--- src/rtl/etroc_frame_gearbox_pkg.sv ---
// -----------------------------------------------------------------------------
// etroc_frame_gearbox_pkg
// Shared constants and helpers for the ETROC frame gearbox.
//   FRAME_W   : width of one emitted frame (bits)
//   BUF_W     : width of the bit-accumulation buffer
//   FILL_W    : width of the buffer occupancy counter
//   CNT_W     : width of the emitted-frame counter
//   RATE_*    : dataRate encodings (8 / 16 / 32 valid bits per cycle)
// -----------------------------------------------------------------------------
package etroc_frame_gearbox_pkg;

   localparam int FRAME_W = 40;
   localparam int BUF_W   = 72;
   localparam int FILL_W  = 7;
   localparam int CNT_W   = 16;

   localparam logic [1:0] RATE_320  = 2'b00;
   localparam logic [1:0] RATE_640  = 2'b01;
   localparam logic [1:0] RATE_1280 = 2'b10;

   // Number of valid din bits per cycle; both upper encodings mean 32 bits.
   function automatic logic [FILL_W-1:0] rate_bits(input logic [1:0] rate);
      case (rate)
         RATE_320: rate_bits = 7'd8;
         RATE_640: rate_bits = 7'd16;
         default:  rate_bits = 7'd32;
      endcase
   endfunction

   // Mask that keeps only the valid low bits of din for the given rate.
   function automatic logic [31:0] rate_mask(input logic [1:0] rate);
      case (rate)
         RATE_320: rate_mask = 32'h0000_00FF;
         RATE_640: rate_mask = 32'h0000_FFFF;
         default:  rate_mask = 32'hFFFF_FFFF;
      endcase
   endfunction

endpackage

--- src/rtl/etroc_frame_gearbox.sv ---
// -----------------------------------------------------------------------------
// etroc_frame_gearbox
// Packs a rate-compacted bit stream (8/16/32 bits per cycle) into 40-bit
// frames. Each cycle: append din's valid bits above the current fill, then
// optionally drop the oldest bit (bitSlip), then emit a frame if >= 40 bits
// are buffered. A change of dataRate flushes the buffer.
//
// Ports
//   clk        : clock
//   rstn       : asynchronous active-low reset
//   dataRate   : 00 = 8 bits/cycle, 01 = 16, 10/11 = 32
//   din        : input word, valid bits in din[N-1:0], din[0] earliest
//   bitSlip    : one-cycle pulse, discard the oldest buffered bit
//   dout       : assembled frame, dout[0] earliest bit; holds when not valid
//   doutValid  : one-cycle strobe qualifying dout
//   frameCnt   : number of frames emitted (wraps)
//   fillLevel  : current buffer occupancy in bits (debug)
// -----------------------------------------------------------------------------
module etroc_frame_gearbox
   import etroc_frame_gearbox_pkg::*;
(
   input  logic                 clk,
   input  logic                 rstn,
   input  logic [1:0]           dataRate,
   input  logic [31:0]          din,
   input  logic                 bitSlip,
   output logic [FRAME_W-1:0]   dout,
   output logic                 doutValid,
   output logic [CNT_W-1:0]     frameCnt,
   output logic [FILL_W-1:0]    fillLevel
);

   logic [BUF_W-1:0]  buffer;
   logic [FILL_W-1:0] fill;
   logic [1:0]        prev_rate;

   logic [BUF_W-1:0]  buf_app, buf_slip, buf_next;
   logic [FILL_W-1:0] fill_app, fill_slip, fill_next;
   logic              emit;
   logic              rate_chg;

   // Append -> slip -> emit, all combinational on the registered buffer.
   // NOTE: every always_comb output gets a default first so no path can
   // leave a value unassigned and infer a latch.
   always_comb begin
      buf_app   = '0;
      fill_app  = '0;
      buf_slip  = '0;
      fill_slip = '0;
      buf_next  = '0;
      fill_next = '0;
      emit      = 1'b0;

      // Bits above fill are always zero, so OR-ing the shifted word appends.
      buf_app  = buffer | (BUF_W'(din & rate_mask(dataRate)) << fill);
      fill_app = fill + rate_bits(dataRate);

      // fill_app >= 8 here, so a slip always has a bit to discard.
      if (bitSlip) begin
         buf_slip  = buf_app >> 1;
         fill_slip = fill_app - 7'd1;
      end else begin
         buf_slip  = buf_app;
         fill_slip = fill_app;
      end

      emit = (fill_slip >= FILL_W'(FRAME_W));
      if (emit) begin
         buf_next  = buf_slip >> FRAME_W;
         fill_next = fill_slip - FILL_W'(FRAME_W);
      end else begin
         buf_next  = buf_slip;
         fill_next = fill_slip;
      end
   end

   assign rate_chg  = (dataRate != prev_rate);
   assign fillLevel = fill;

   // NOTE: sequential state uses non-blocking assignments so every register
   // samples the pre-edge values regardless of statement order.
   // NOTE: the buffer is cleared on reset (not left uninitialised) because
   // the OR-based append relies on all bits above fill being zero.
   always_ff @(posedge clk or negedge rstn) begin
      if (!rstn) begin
         buffer    <= '0;
         fill      <= '0;
         prev_rate <= RATE_320;
         dout      <= '0;
         doutValid <= 1'b0;
         frameCnt  <= '0;
      end else begin
         prev_rate <= dataRate;
         doutValid <= 1'b0;
         if (rate_chg) begin
            // Rate switch: drop everything, including this cycle's din.
            buffer <= '0;
            fill   <= '0;
         end else begin
            buffer <= buf_next;
            fill   <= fill_next;
            if (emit) begin
               dout      <= buf_slip[FRAME_W-1:0];
               doutValid <= 1'b1;
               frameCnt  <= frameCnt + CNT_W'(1);
            end
         end
      end
   end

endmodule

--- config.mk ---
export PLATFORM = sky130hd
export DESIGN_NAME = etroc_frame_gearbox
export DESIGN_NICKNAME = d
export VERILOG_FILES = /design/src/rtl/etroc_frame_gearbox_pkg.sv /design/src/rtl/etroc_frame_gearbox.sv
export SDC_FILE = /design/constraint.sdc
export NUM_CORES = 1
export LEC_CHECK = 0
export ABC_AREA = 0
export BUFFER_PORTS_ARGS = -buffer_cell sky130_fd_sc_hd__buf_2
export CAP_MARGIN = 15
export CORE_ASPECT_RATIO = 2
export CORE_MARGIN = 2
export CORE_UTILIZATION = 55
export DETAILED_ROUTE_END_ITERATION = 10
export PLACE_DENSITY = 0.72
export SYNTH_ARGS = -nofsm -noshare
export SYNTH_HDL_FRONTEND = slang
export SYNTH_SLANG_ARGS = --single-unit
--- constraint.sdc ---
create_clock -name clk -period 6.55 [get_ports clk]
set_clock_uncertainty 0.2 [all_clocks]
set_input_delay 0.3275 -clock clk [delete_from_list [all_inputs] [get_ports clk]]
set_output_delay 0.3275 -clock clk [all_outputs]
set_load 0.03 [all_outputs]
==> results.md, run 1 <==
Run status:
- The run finished with clean final reports.

Clocking:
- In this run the number of H-tree levels came out at 4.
- The TritonCTS sink count is 138.
- Once the clock tree was built, the resizer swapped 0 gates to a different size.
- The total clock buffers created by CTS is 17.
- For the worst-skew pair, the clock arrives at the later sink with an insertion delay of 0.44 ns.
- Buffers added to address setup during post-CTS repair amount to 0.
- The root buffer selected by CTS is sky130_fd_sc_hd__clkbuf_16.
- The buffer levels on the longest clock path is 2.
- The clock tree from TritonCTS is built.
- Clock-pin slew was measured on the worst setup and hold paths at 0.06 ns.
- In this run, post-CTS hold repair placed 3 buffers.

Global route:
- The first global-routing pass estimated 59300 microns of wire.
- For this run, the total global-route usage over all layers was measured as 41.1%.
- Entering global routing, the biggest net connects 78 pins.
- The via count of the first global-routing pass was 9603.
- The initial antenna violation count was 0.
- The total overflow left after global routing is 0.

Floorplan:
- From left edge to right edge, the die measures 99.1 microns.
- 101 I/O pins were placed.
- The floorplan has 69 rows.
- The die span in y is 194 microns.
- The core footprint is 17800 sq um.
- For this configuration, the core starts out at a cell density of 56.0%.
- The area of the die is 19300 sq um.

Power and ir drop:
- The analysis attributes to cell leakage a power of 4.72 nW.
- In this run switching power makes up 50.2% of total power.
- The worst-case vdd ir drop is 0.000400 V.
- The fraction of power consumed by the clock network is 18.8%.
- The combinational fraction of design power is 57.2%.
- The internal power is 2.52 mW.
- For this design the total switching power over the nets is 2.54 mW.
- The share of power burned in registers is 24.0%.
- For this design the ratio of total power to cell area is 460 nW/um^2.

STA:
- The max-slew violation count is 0.
- Setup violations remaining at the end of the flow were counted as 0.
- Setup repair after global routing left no endpoint under its margin.
- The number of hold-slack violations in the final timing report is 0.
- Setup total negative slack on the finished layout was measured at 0 ns.
- At the pin with the least slew margin, the transition time is 1.31 ns.
- The minimum clock period after layout is 5.02 ns.
- Headroom to the max-slew limit came out at 12.0%.
- In the finished design, the share of the clock period the worst path needs comes to 76.6%.
- Derived from the worst setup path, the maximum achievable clock frequency is 0.199 GHz.

Worst setup path:
- STA puts the critical path data arrival time at 5.13 ns.
- The worst setup path is captured at a flip-flop.
- STA puts the critical path data required time at 6.67 ns.
- The critical path goes through dlygate4sd3_1, buf_2, nor2_1, ha_1, fa_1, xnor2_1, ha_1, o21ai_1, a21o_1, nand2_4, buf_4, a2bb2o_1.
- The peak fanout along the critical path is 58.
- In this design, the largest share of critical-path delay is due to buffers and inverters.
- The standard cell with the maximum stage delay on the critical path is sky130_fd_sc_hd__nor2_1.
- The peak per-stage delay on the critical path is 0.81 ns.
- The critical path is of the in2reg type.
- The sort of element at the start of the critical path is an input pin.
- The number of buffer and inverter stages on the critical path is 3.
- The most numerous cell type found on the critical path is sky130_fd_sc_hd__ha_1.

Detailed routing:
- The routed design has 39500 microns of wire.
- The DRC violation count after routing is 0.
- For this run, the detailed router's first-pass iteration total came to 6.
- The number of antenna-violating nets in the routed design is 0.
- The wire length per cell is 28.9 microns.
- After detailed routing, the number of vias per cell comes to 7.17.
- The detailed-route via count is 9783.
- The detailed router finished its first iteration with 1072 violations.

Finish:
- At the end of the flow, the number of nets in the layout was 1184.
- The most common cell after layout, fill and taps aside is sky130_fd_sc_hd__dfrtp_1.
- The share of layout cells above drive strength 1 is 21.6%.
- The library cells used most frequently in the layout, excluding fill and tap cells, are 136 x sky130_fd_sc_hd__dfrtp_1, 104 x sky130_fd_sc_hd__nor2_1, 100 x sky130_fd_sc_hd__nand2_1.
- The final core utilization is 62.0%.
- The antenna cell count is 0.
- The synthesis-to-layout area growth is 10.6%.

Yosys:
- After synthesis, the mean cell area works out to 9.16 sq um.
- After synthesis, flip-flops and latches occupy 34.7% of the total area.
- Of all cell types, the one taking the most synthesized area is sky130_fd_sc_hd__dfrtp_1.
- The number of synthesized register bits is 138.
- The number of distinct standard cells referenced by the synthesized netlist is 105.
- The predominant post-synthesis flop cell is sky130_fd_sc_hd__dfrtp_1.
- The number of synthesized flops with an enable pin is 0.
- Synthesis produced 1087 cells.
- The area share of the largest cell type after synthesis is 34.7%.
- In this run the cell area of the synthesized design comes to 9960 sq um.
- Yosys attributes the largest share of cell area to sky130_fd_sc_hd__dfrtp_1 35%, sky130_fd_sc_hd__mux2i_1 4.8%, sky130_fd_sc_hd__nor2_1 3.9%, sky130_fd_sc_hd__mux4_2 3.8%, sky130_fd_sc_hd__nand2_1 3.8%.
- The number of nets in the synthesized netlist is 1131.
- The post-synthesis async set-or-reset flop share is 100%.
- The Yosys step of the flow raised 0 warnings.

Placement:
- Summed over all nets, the half-perimeter wirelength after detailed placement is 29200 microns.
- The count of buffers inserted at the top-level ports is 100.
- The weighted congestion at the end of routability-driven global placement is 1.11.

Hold path:
- The worst hold-check path type is in2reg.

Job:
- The max-cap violation count is 0.
[state kept, by name (all words and copies together), names as in the netlist]
name       flops
buffer        72
prev_rate      2
fillLevel      7
dout          40
doutValid      1
frameCnt      16
[synth_stat cells (12+ instances only)]
| library cell | n |
|---|---|
| sky130_fd_sc_hd__nand2b_1 | 12 |
| sky130_fd_sc_hd__clkbuf_1 | 47 |
| sky130_fd_sc_hd__dfrtp_1 | 138 |
| sky130_fd_sc_hd__nand2_1 | 100 |
| sky130_fd_sc_hd__o21ai_0 | 40 |
| sky130_fd_sc_hd__o32ai_1 | 14 |
| sky130_fd_sc_hd__mux4_2 | 17 |
| sky130_fd_sc_hd__a21oi_1 | 49 |
| sky130_fd_sc_hd__mux2i_1 | 48 |
| sky130_fd_sc_hd__o221ai_1 | 18 |
| sky130_fd_sc_hd__o21ai_1 | 19 |
| sky130_fd_sc_hd__o31ai_1 | 12 |
| sky130_fd_sc_hd__nand3_1 | 18 |
| sky130_fd_sc_hd__mux2_2 | 30 |
| sky130_fd_sc_hd__nor2_1 | 104 |
| sky130_fd_sc_hd__buf_2 | 19 |
| sky130_fd_sc_hd__nor3_1 | 32 |
| sky130_fd_sc_hd__and2_1 | 17 |
| sky130_fd_sc_hd__a211oi_1 | 22 |
| sky130_fd_sc_hd__inv_1 | 15 |
| sky130_fd_sc_hd__o22ai_1 | 26 |
| sky130_fd_sc_hd__a21o_1 | 16 |
| sky130_fd_sc_hd__xnor2_1 | 17 |
[cells by family after synthesis]
kind of cell	count (synthesis)	share of synthesized area, %
simple gates	358	17.8
mux	100	12.7
buf+inv	107	5.30
flops	138	34.7
compound gates	352	26.2
fa+ha+maj	7	0.955
xor+xnor	25	2.34
[through the flow]
stage / instance area (sq um) / setup slack (ns) / instances / hold WS (ns) / total power [mW]
finish: 11000 / 1.53 / 1365 / 0.133 / 5.06
global route: 11000 / 1.21 / 1365 / 0.148 / 5.27
CTS: 11000 / 1.56 / 1365 / 0.137 / 4.97
detailed placement: 10400 / 1.70 / 1331 / 0.213 / 4.01
global placement: 10400 / 1.85 / 1331 / 0.214 / 3.98
floorplan: 9960 / 3.05 / 1087 / -0.168 / 3.13
[final cells by class]
cell class / count / area (sq um)
inverters: 20 / 76.3
repair buffers: 121 / 672
flip-flops and latches: 138 / 3460
multi-input cells: 842 / 5980
fillers: 1585 / 6770
clock buffers: 21 / 450
well taps: 213 / 267
clock inverters: 10 / 118
[final timing paths]
| kind | start | to | slack (ns) | cells past startpoint |
|---|---|---|---|---|
| hold reg to reg | dout[36]$_DFFE_PN0P_ | dout[36]$_DFFE_PN0P_ | 0.27 | 2 |
| hold / removal | dataRate[1] | prev_rate[1]$_DFF_PN0_ | 0.13 | 2 |
| max in group asynchronous | rstn | frameCnt[4]$_DFFE_PN0P_ | 4.51 | 3 |
| setup reg to reg | fillLevel[2]$_DFF_PN0_ | buffer[22]$_DFF_PN0_ | 2.15 | 8 |
| min in group asynchronous | rstn | frameCnt[13]$_DFFE_PN0P_ | 0.33 | 2 |
| setup / recovery | dataRate[0] | buffer[26]$_DFF_PN0_ | 1.53 | 12 |
[metal layers]
layer,wire length (microns),track usage (%),vias to the layer above
li1,-,-,4262
met1,13600,46.1,4736
met2,19300,67.4,592
met3,2890,7.77,193
met4,3700,31.9,0
met5,0,0,-
[power by group through the flow]
stage	Sequential, mW	Combinational [mW]	Clock [mW]
after floorplan	1.45	1.68	0
after global placement	1.22	2.76	0
after detailed placement	1.22	2.79	0
after CTS	1.21	2.81	0.952
after global routing	1.24	3.05	0.989
final	1.22	2.90	0.950
Note: power is estimated with default switching activity, not from simulation.
==> run 2: changes to the inputs <==
--- a/config.mk
+++ b/config.mk
@@ -5,14 +5,14 @@
 export SDC_FILE = /design/constraint.sdc
 export NUM_CORES = 1
 export LEC_CHECK = 0
-export ABC_AREA = 0
+export ABC_AREA = 1
 export BUFFER_PORTS_ARGS = -buffer_cell sky130_fd_sc_hd__buf_2
 export CAP_MARGIN = 15
 export CORE_ASPECT_RATIO = 2
 export CORE_MARGIN = 2
-export CORE_UTILIZATION = 55
+export CORE_UTILIZATION = 54
 export DETAILED_ROUTE_END_ITERATION = 10
-export PLACE_DENSITY = 0.72
+export PLACE_DENSITY = 0.74
 export SYNTH_ARGS = -nofsm -noshare
 export SYNTH_HDL_FRONTEND = slang
 export SYNTH_SLANG_ARGS = --single-unit
==> constraint.sdc (replaced) <==
create_clock -name clk -period 4.6 [get_ports clk]
set_clock_uncertainty 0.2 [all_clocks]
set_input_delay 0.23 -clock clk [delete_from_list [all_inputs] [get_ports clk]]
set_output_delay 0.23 -clock clk [all_outputs]
set_load 0.03 [all_outputs]
==> results.md, run 2 <==
Detailed routing:
- The number of antenna-violating nets in the routed design was 0 (unchanged).
- The total length of routed wires was 33200 microns (-16%).
- The wire length per cell is 19.2 microns (-34%).
- The DRC violation count after routing is 0 (unchanged).
- The detailed-route via count is 10323 (+5.5%).
- The via density per instance was 5.97 (-17%).
- The number of iterations in the first detailed-routing pass was 6 (unchanged).
- The number of DRC violations after detailed-routing iteration 0 was 858 (-20%).

Finish:
- The area of all placed cells without fillers is 10700 sq um (-2.9%).
- The share of layout cells above drive strength 1 is 11.5% (-10 points).
- The most common cell after layout, fill and taps aside is sky130_fd_sc_hd__nand3_1.
- More flip-flops sit in one register than any other, and that register is buffer.
- In the layout the commonest cells are 474 x sky130_fd_sc_hd__nand3_1, 415 x sky130_fd_sc_hd__nand2_1, 138 x sky130_fd_sc_hd__dfrtp_1.
- The largest registers in the layout are buffer x72, dout x40, frameCnt x16.
- The final core utilization is 62.0% (about the same).
- The number of fillers in the final layout was 1689 (+6.6%).
- The number of flip-flops in the largest register is 72 (unchanged).
- The synthesis-to-layout area growth is 12.1%.
- The antenna cell count is 0 (unchanged).
- The non-filler instance count after layout is 1728 (+27%).
- The final net count was 1550 (+31%).

Power and ir drop:
- The worst-case vdd ir drop was 0.000439 V (+9.9%).
- The leakage power is 5.58 nW (+18%).
- The power density over cell area is 694 nW/um^2 (+51%).

Hold path:
- The worst hold-check path type is in2reg.
- The sink of the worst hold path is fillLevel[1]$_DFF_PN0_.
- The instance count along the most critical hold path came to 3 (+1).
- The worst hold path begins at bitSlip.

Worst setup path:
- The worst setup path is launched from an input pin.
- The number of buffer and inverter stages on the critical path is 9 (+6).
- The path depth of the worst reg2reg path is 15 (+7).
- The peak per-stage delay on the critical path was 0.51 ns (-0.30 ns).
- The critical path goes through dlygate4sd3_1, buf_2, inv_1, nand2_1, buf_4, inv_1, ha_1, fa_1, inv_1, nand4_1, xor2_2, inv_1, nand2_1, nand3_2, nor2_4, nor2_8, clkinv_2, buf_4, o21ai_0.
- The worst setup path category is in2reg.
- The reg2reg setup slack came to 1.39 ns (-0.76 ns).
- In this design, the critical path's most frequently occurring cell is sky130_fd_sc_hd__inv_1.
- On the critical path the largest part of the delay comes from buffers and inverters.
- The worst setup path is captured at a flip-flop.
- The peak fanout along the critical path is 62 (+6.9%).
- The standard cell with the maximum stage delay on the critical path is sky130_fd_sc_hd__dlygate4sd3_1.
- The data arrival time of the critical path came to 4.09 ns (-1.04 ns).
- In this run the critical register-to-register path is captured at buffer[12]$_DFF_PN0_.
- The data required time of the critical path is 4.68 ns (-1.99 ns).
- The launching element of the worst setup path is dataRate[1].
- The origin of the critical flop-to-flop path is fillLevel[0]$_DFF_PN0_.

Global route:
- The via count of the first global-routing pass came to 9782 (+1.9%).
- The initial antenna violation count is 0 (unchanged).
- The pin count of the biggest net entering global routing is 108 (+38%).
- The total overflow reported by the global router is 0 (unchanged).
- The first-pass GRT wire length is 52300 microns (-12%).
- The total global-route track usage was 35.8% (-5.3 points).

Clocking:
- The clock-pin slew of the registers on the worst-case setup and hold paths is 0.07 ns (about the same).
- The root buffer selected by CTS is sky130_fd_sc_hd__clkbuf_16.
- The number of cells upsized or downsized after cts is 0 (unchanged).
- The total clock buffers created by CTS is 17 (unchanged).
- The H-tree depth is 4 (unchanged).
- TritonCTS built the clock tree.
- The worst-skew pair later-pin latency is 0.43 ns (about the same).
- The buffer levels on the longest clock path is 2 (unchanged).
- The TritonCTS sink count came to 138 (unchanged).

Yosys:
- The share of the synthesized area in compound gates (AO/OA/AOI/OAI) is 5.84% (-20 points).
- The predominant post-synthesis flop cell is sky130_fd_sc_hd__dfrtp_1.
- The synthesized design spends more area on one cell type than any other, namely sky130_fd_sc_hd__dfrtp_1.
- In the post-synthesis netlist, the cell with the most instances is sky130_fd_sc_hd__nand3_1.
- The count of synthesis-stage warnings from yosys is 0 (unchanged).
- The synthesized cell area is 9550 sq um (-4.1%).
- The proportion of synthesized chip area in sequential cells was 36.2% (+1.5 points).
- The simple-gate share of the synthesized area is 46.5% (+29 points).
- The area share of the largest cell type after synthesis is 36.2% (+1.5 points).
- The commonest cells after synthesis are 474 x sky130_fd_sc_hd__nand3_1, 415 x sky130_fd_sc_hd__nand2_1, 138 x sky130_fd_sc_hd__dfrtp_1, 97 x sky130_fd_sc_hd__inv_1, 74 x sky130_fd_sc_hd__nor2_1.
- The area share of xor/xnor cells in the synthesized design is 2.08% (-0.25 points).
- The post-synthesis share of cell area spent on full adders, half adders and majority gates is 0.996% (+0.041 points).
- The mean instance size in the synthesized netlist is 6.57 sq um (-28%).
- The post-synthesis async set-or-reset flop share was 100% (unchanged).
- The number of distinct standard cells referenced by the synthesized netlist came to 42 (-60%).
- The synthesized netlist cell count came to 1453 (+34%).
- The number of synthesized register bits is 138 (unchanged).
- By area, the combinational part of the netlist is dominated by simple AND/OR/NAND/NOR gates.
- Ranked by total cell area, the synthesized netlist is headed by sky130_fd_sc_hd__dfrtp_1 36%, sky130_fd_sc_hd__nand3_1 25%, sky130_fd_sc_hd__nand2_1 16%, sky130_fd_sc_hd__inv_1 3.8%, sky130_fd_sc_hd__nor2_1 2.9%.
- The number of synthesized flops with an enable pin is 0 (unchanged).
- The share of cell area taken by muxes after synthesis is 0% (-13 points).
- The number of nets in the synthesized netlist is 1497 (+32%).

STA:
- The transition time at the pin with the least slew margin is 0.976 ns (-0.333 ns).
- The minimum clock period after layout is 4.02 ns.
- The max-slew violation count is 0 (unchanged).
- The worst-case headroom to the max-slew limit is 35.0% (+23 points).
- Setup repair after global routing left no endpoint under its margin.
- The portion of the clock cycle consumed by the worst path in the final layout is 87.3%.
- The aggregate negative setup slack was 0 ns (unchanged).
- The setup slack of the critical path after layout came to 0.585 ns (-0.946 ns).
- The number of hold-slack violations in the final timing report is 0 (unchanged).
- Derived from the worst setup path, the maximum achievable clock frequency is 0.249 GHz.
- The final setup violation count is 0 (unchanged).

Floorplan:
- The number of top-level design ports is 101 (unchanged).
- The area of the die is 18800 sq um (-2.3%).
- The core footprint is 17300 sq um (-2.9%).
- The number of core rows came to 68 (-1.4%).
- The die span in y is 192 microns (-1.2%).
- The chip width was 98.0 microns (-1.1%).
- The effective utilization at floorplan is 55.3% (-0.71 points).

Placement:
- The placed wire-length estimate is 25000 microns (-14%).
- The weighted congestion at the end of routability-driven global placement was 1.03 (-6.6%).
- The pre-CTS setup slack came to 0.681 ns (-1.02 ns).
- The placed cell area is 10100 sq um (-3.0%).
- The count of buffers inserted at the top-level ports is 100 (unchanged).
- The count of placed standard cells including taps is 1694 (+27%).

Run status:
- The run finished with clean final reports.

Job:
- The max-cap violation count was 0 (unchanged).
-- run 2: changes by cell type after synthesis, moves of 22 or more --
cell,before,now
sky130_fd_sc_hd__nor2_1,104,74
sky130_fd_sc_hd__a21oi_1,49,16
sky130_fd_sc_hd__inv_1,15,97
sky130_fd_sc_hd__mux2i_1,48,0
sky130_fd_sc_hd__buf_1,5,32
sky130_fd_sc_hd__nor3_1,32,6
sky130_fd_sc_hd__a211oi_1,22,0
sky130_fd_sc_hd__o22ai_1,26,1
sky130_fd_sc_hd__nand2_1,100,415
sky130_fd_sc_hd__mux2_2,30,0
sky130_fd_sc_hd__nand3_1,18,474
-- run 2: power by group --
| part | switching (mW) | total [mW] | leakage, nW | internal (mW) |
|---|---|---|---|---|
| Sequential | 0.212 | 1.83 | 1.83 | 1.62 |
| Combinational | 3.10 | 4.26 | 3.48 | 1.15 |
| Clock | 0.531 | 1.34 | 0.275 | 0.805 |
-- run 2: how the worst max path moves through the flow --
stage                                          to  slack [ns]  cells after the start
after floorplan           frameCnt[3]$_DFFE_PN0P_        1.60                     17
after global placement       buffer[12]$_DFF_PN0_        0.76                     19
after detailed placement      buffer[4]$_DFF_PN0_        0.68                     18
after CTS                     buffer[4]$_DFF_PN0_        0.56                     19
after global routing         buffer[31]$_DFF_PN0_        0.29                     19
final                         buffer[4]$_DFF_PN0_        0.58                     19
-- run 2: area by class of cell --
| type | instances | area, sq um | area share (%) |
|---|---|---|---|
| sequential | 138 | 3450 | 32.3 |
| clock buffer | 19 | 443 | 4.14 |
| multi-input combinational | 1117 | 5290 | 49.4 |
| tap | 210 | 263 | 2.46 |
| inverter | 108 | 408 | 3.81 |
| clock inverter | 12 | 125 | 1.17 |
| timing repair buffer | 124 | 719 | 6.72 |
-- run 2: per-layer routing --
metal	GRT usage [%]	vias to the layer above	part of all wire (%)
met1	39.1	4865	36
met4	24.8	0	8.0
met2	63.3	410	51
met5	0	-	0
li1	-	4932	-
met3	4.95	116	5.1
-- run 2: what timing repair did --
item,4_1_cts,5_1_grt
setup buffers,0,0
endpoints found under the hold margin,108,0
hold buffers,3,0
-- run 2: worst reg2reg max path: cells and delay by family (launching register included) --
kind	cells	cell delay, ns
buffers and inverters	4	0.89
flip-flops	1	0.39
AND/OR/NAND/NOR	9	1.17
adder cells (fa/ha/maj)	2	0.44
-- run 2: through the flow --
stage,power [mW],hold slack (ns)
3_5_place_dp,6.04,0.183
3_3_place_gp,5.98,0.177
5_1_grt,7.90,0.0623
2_1_floorplan,4.77,-0.266
6_report,7.42,0.0205
4_1_cts,7.40,0.00915
-- run 2: cell families (layout without fill, tap and decap cells) --
logic type | Yosys count | count (layout)
AOI/OAI and AO/OA | 93 | 93
xor gates and xnor gates | 21 | 21
adders and majority gates | 7 | 7
buffers and inverters | 198 | 263
DFF | 138 | 138
and+or+nand+nor | 996 | 996
==> run 3: changes to the inputs <==
--- a/config.mk
+++ b/config.mk
@@ -10,9 +10,10 @@
 export CAP_MARGIN = 15
 export CORE_ASPECT_RATIO = 2
 export CORE_MARGIN = 2
-export CORE_UTILIZATION = 54
+export CORE_UTILIZATION = 55
+export CTS_BUF_LIST = sky130_fd_sc_hd__clkbuf_8
 export DETAILED_ROUTE_END_ITERATION = 10
-export PLACE_DENSITY = 0.74
+export PLACE_DENSITY = 0.75
 export SYNTH_ARGS = -nofsm -noshare
 export SYNTH_HDL_FRONTEND = slang
 export SYNTH_SLANG_ARGS = --single-unit
==> results.md, run 3 (same netlist as run 2, synthesis figures left out) <==
Finish:
- The number of fillers in the final layout is 1583 (-6.3%).
- The largest registers in the layout are buffer x72, dout x40, frameCnt x16.
- The library cells used most frequently in the layout, excluding fill and tap cells, are 474 x sky130_fd_sc_hd__nand3_1, 415 x sky130_fd_sc_hd__nand2_1, 138 x sky130_fd_sc_hd__dfrtp_1.
- The area used by multi-input combinational logic is 5290 sq um (unchanged).
- The share of layout cells above drive strength 1 came to 11.6% (+0.11 points).
- The antenna cell count came to 0 (unchanged).
- The register area was 3450 sq um (unchanged).
- The register containing the most flip-flops in the final layout is buffer.
- The final net count is 1552 (+0.13%).
- The library cell used most frequently in the layout, excluding fill and tap cells, is sky130_fd_sc_hd__nand3_1.
- The number of flip-flops in the largest register was 72 (unchanged).
- Compared with the post-synthesis result, the final layout area differs by 10.5%.

STA:
- The achievable frequency came to 0.255 GHz (+2.5%).
- The worst-case headroom to the max-slew limit is 35.1% (+0.14 points).
- The portion of the clock cycle consumed by the worst path in the final layout is 85.2% (-2.1 points).
- The aggregate negative setup slack is 0 ns (unchanged).
- The final setup violation count is 0 (unchanged).
- The number of hold-slack violations in the final timing report is 0 (unchanged).
- The transition time at the pin with the least slew margin is 0.970 ns (-0.00567 ns).
- The minimum clock period after layout is 3.92 ns (-0.0980 ns).
- The max-slew violation count is 0 (unchanged).
- Setup repair after global routing left no endpoint under its margin.

Global route:
- The initial antenna violation count is 0 (unchanged).
- The total global-route track usage is 36.1% (+0.26 points).
- The pin count of the biggest net entering global routing is 82 (-24%).
- The first-pass GRT wire length is 52500 microns (+0.30%).
- The via count of the first global-routing pass is 9921 (+1.4%).
- The total overflow reported by the global router is 0 (unchanged).

Clocking:
- The root buffer selected by CTS is sky130_fd_sc_hd__clkbuf_8.
- The worst-skew pair later-pin latency is 0.46 ns (+0.03 ns).
- The total clock buffers created by CTS is 17 (unchanged).
- The H-tree depth is 4 (unchanged).
- TritonCTS built the clock tree.
- The number of cells upsized or downsized after cts is 0 (unchanged).
- The TritonCTS sink count is 138 (unchanged).
- The clock-pin slew of the registers on the worst-case setup and hold paths is 0.09 ns (+0.02 ns).
- The buffer levels on the longest clock path is 2 (unchanged).

Floorplan:
- The core footprint is 17100 sq um (-0.99%).
- The effective utilization at floorplan is 55.8% (+0.55 points).
- The chip width is 97.2 microns (-0.88%).
- The die span in y was 190 microns (-0.89%).
- The number of core rows came to 68 (unchanged).
- The area of the die is 18500 sq um (-1.8%).
- The number of top-level design ports was 101 (unchanged).

Placement:
- The weighted congestion at the end of routability-driven global placement is 1.02 (-0.77%).
- The count of buffers inserted at the top-level ports is 100 (unchanged).
- The placed wire-length estimate came to 24000 microns (-3.8%).

Worst setup path:
- The data arrival time of the critical path is 4.07 ns (-0.02 ns).
- The critical path in this run is classified as in2reg.
- The data required time of the critical path is 4.75 ns (+0.07 ns).
- The sort of element at the start of the critical path is an input pin.
- The peak fanout along the critical path is 81 (+31%).
- The largest individual stage delay along the critical path comes from the cell sky130_fd_sc_hd__buf_4.
- The peak per-stage delay on the critical path is 0.67 ns (+0.16 ns).
- Traced cell by cell, the critical path runs through dlygate4sd3_1, buf_2, inv_1, nand2_1, buf_4, inv_1, ha_1, fa_1, or2_1, nand2_1, inv_1, ha_1, inv_1, nand2_1, nand3_2, nor2_4, nor2_8, buf_4, nand2_1, xor2_1.
- STA classifies the critical path endpoint as a flip-flop.

Power and ir drop:
- The worst-case vdd ir drop is 0.000579 V (+32%).
- The power density over cell area is 678 nW/um^2 (-2.3%).
- The post-route total power is 7.15 mW (-3.7%).
- The leakage power came to 5.52 nW (-1.1%).

Detailed routing:
- The total length of routed wires is 32900 microns (-0.91%).
- The wire length per cell was 19.0 microns (-1.1%).
- The via density per instance is 6.00 (+0.43%).
- The DRC violation count after routing was 0 (unchanged).
- The number of DRC violations after detailed-routing iteration 0 is 1040 (+21%).
- The number of iterations in the first detailed-routing pass was 5 (-1).
- The detailed-route via count came to 10385 (+0.60%).
- The number of antenna-violating nets in the routed design was 0 (unchanged).

Job:
- The max-cap violation count was 0 (unchanged).

Hold path:
- The min-delay analysis places its worst path in the category in2async.

Run status:
- The flow ran to the end, and the final reports show no timing, DRC or antenna violations.
[run 3: metal layers]
layer / vias up / routed length, microns / part of all wire [%] / GRT usage (%)
met5: - / 0 / 0 / 0
met4: 0 / 2320 / 7.0 / 22.0
met3: 109 / 2100 / 6.4 / 4.84
met2: 485 / 15900 / 48 / 59.9
met1: 4844 / 12600 / 38 / 44.4
li1: 4947 / - / - / -
[run 3: area by class of cell]
type / count / area share [%]
timing repair buffer: 126 / 6.75
multi-input combinational: 1117 / 50.1
clock buffer: 17 / 2.22
clock inverter: 15 / 1.81
tap: 210 / 2.49
inverter: 108 / 3.87
sequential: 138 / 32.7
[run 3: worst paths after layout]
path | end | start | slack (ns) | cells past startpoint
max reg2reg | frameCnt[2]$_DFFE_PN0P_ | fillLevel[3]$_DFF_PN0_ | 1.05 | 14
min in group clk | prev_rate[0]$_DFF_PN0_ | dataRate[0] | 0.26 | 2
min reg2reg | dout[31]$_DFFE_PN0P_ | dout[31]$_DFFE_PN0P_ | 0.28 | 2
min | fillLevel[0]$_DFF_PN0_ | rstn | 0.13 | 2
max | frameCnt[2]$_DFFE_PN0P_ | dataRate[0] | 0.68 | 20
max in group asynchronous | buffer[37]$_DFF_PN0_ | rstn | 2.96 | 3
[run 3: critical path: cells and delay by family]
kind | cells | cell delay [ns]
buffers and inverters | 8 | 1.80
xor gates and xnor gates | 1 | 0.19
adders and majority gates | 3 | 0.89
and+or+nand+nor | 8 | 0.91
[run 3: report_power, final]
part	internal (mW)	switching [mW]	total, mW
Combinational	1.13	3.11	4.24
Sequential	1.62	0.213	1.83
Clock	0.550	0.531	1.08
[run 3: through the flow]
step                std cells  worst slack [ns]  instance area (sq um)  util, %  hold WS [ns]
floorplan                1453              1.60                   9550        -        -0.266
global placement         1695             0.895                  10100     59.0        0.0718
detailed placement       1695             0.837                  10100     59.0        0.0731
CTS                      1731             0.766                  10600     61.7         0.154
global route             1731             0.440                  10600     61.7         0.208
finish                   1731             0.683                  10600     61.7         0.135
[run 3: what timing repair did]
item                      CTS  global route
hold endpoints to repair   66             0
hold buffers                4             0
setup buffers               0             0
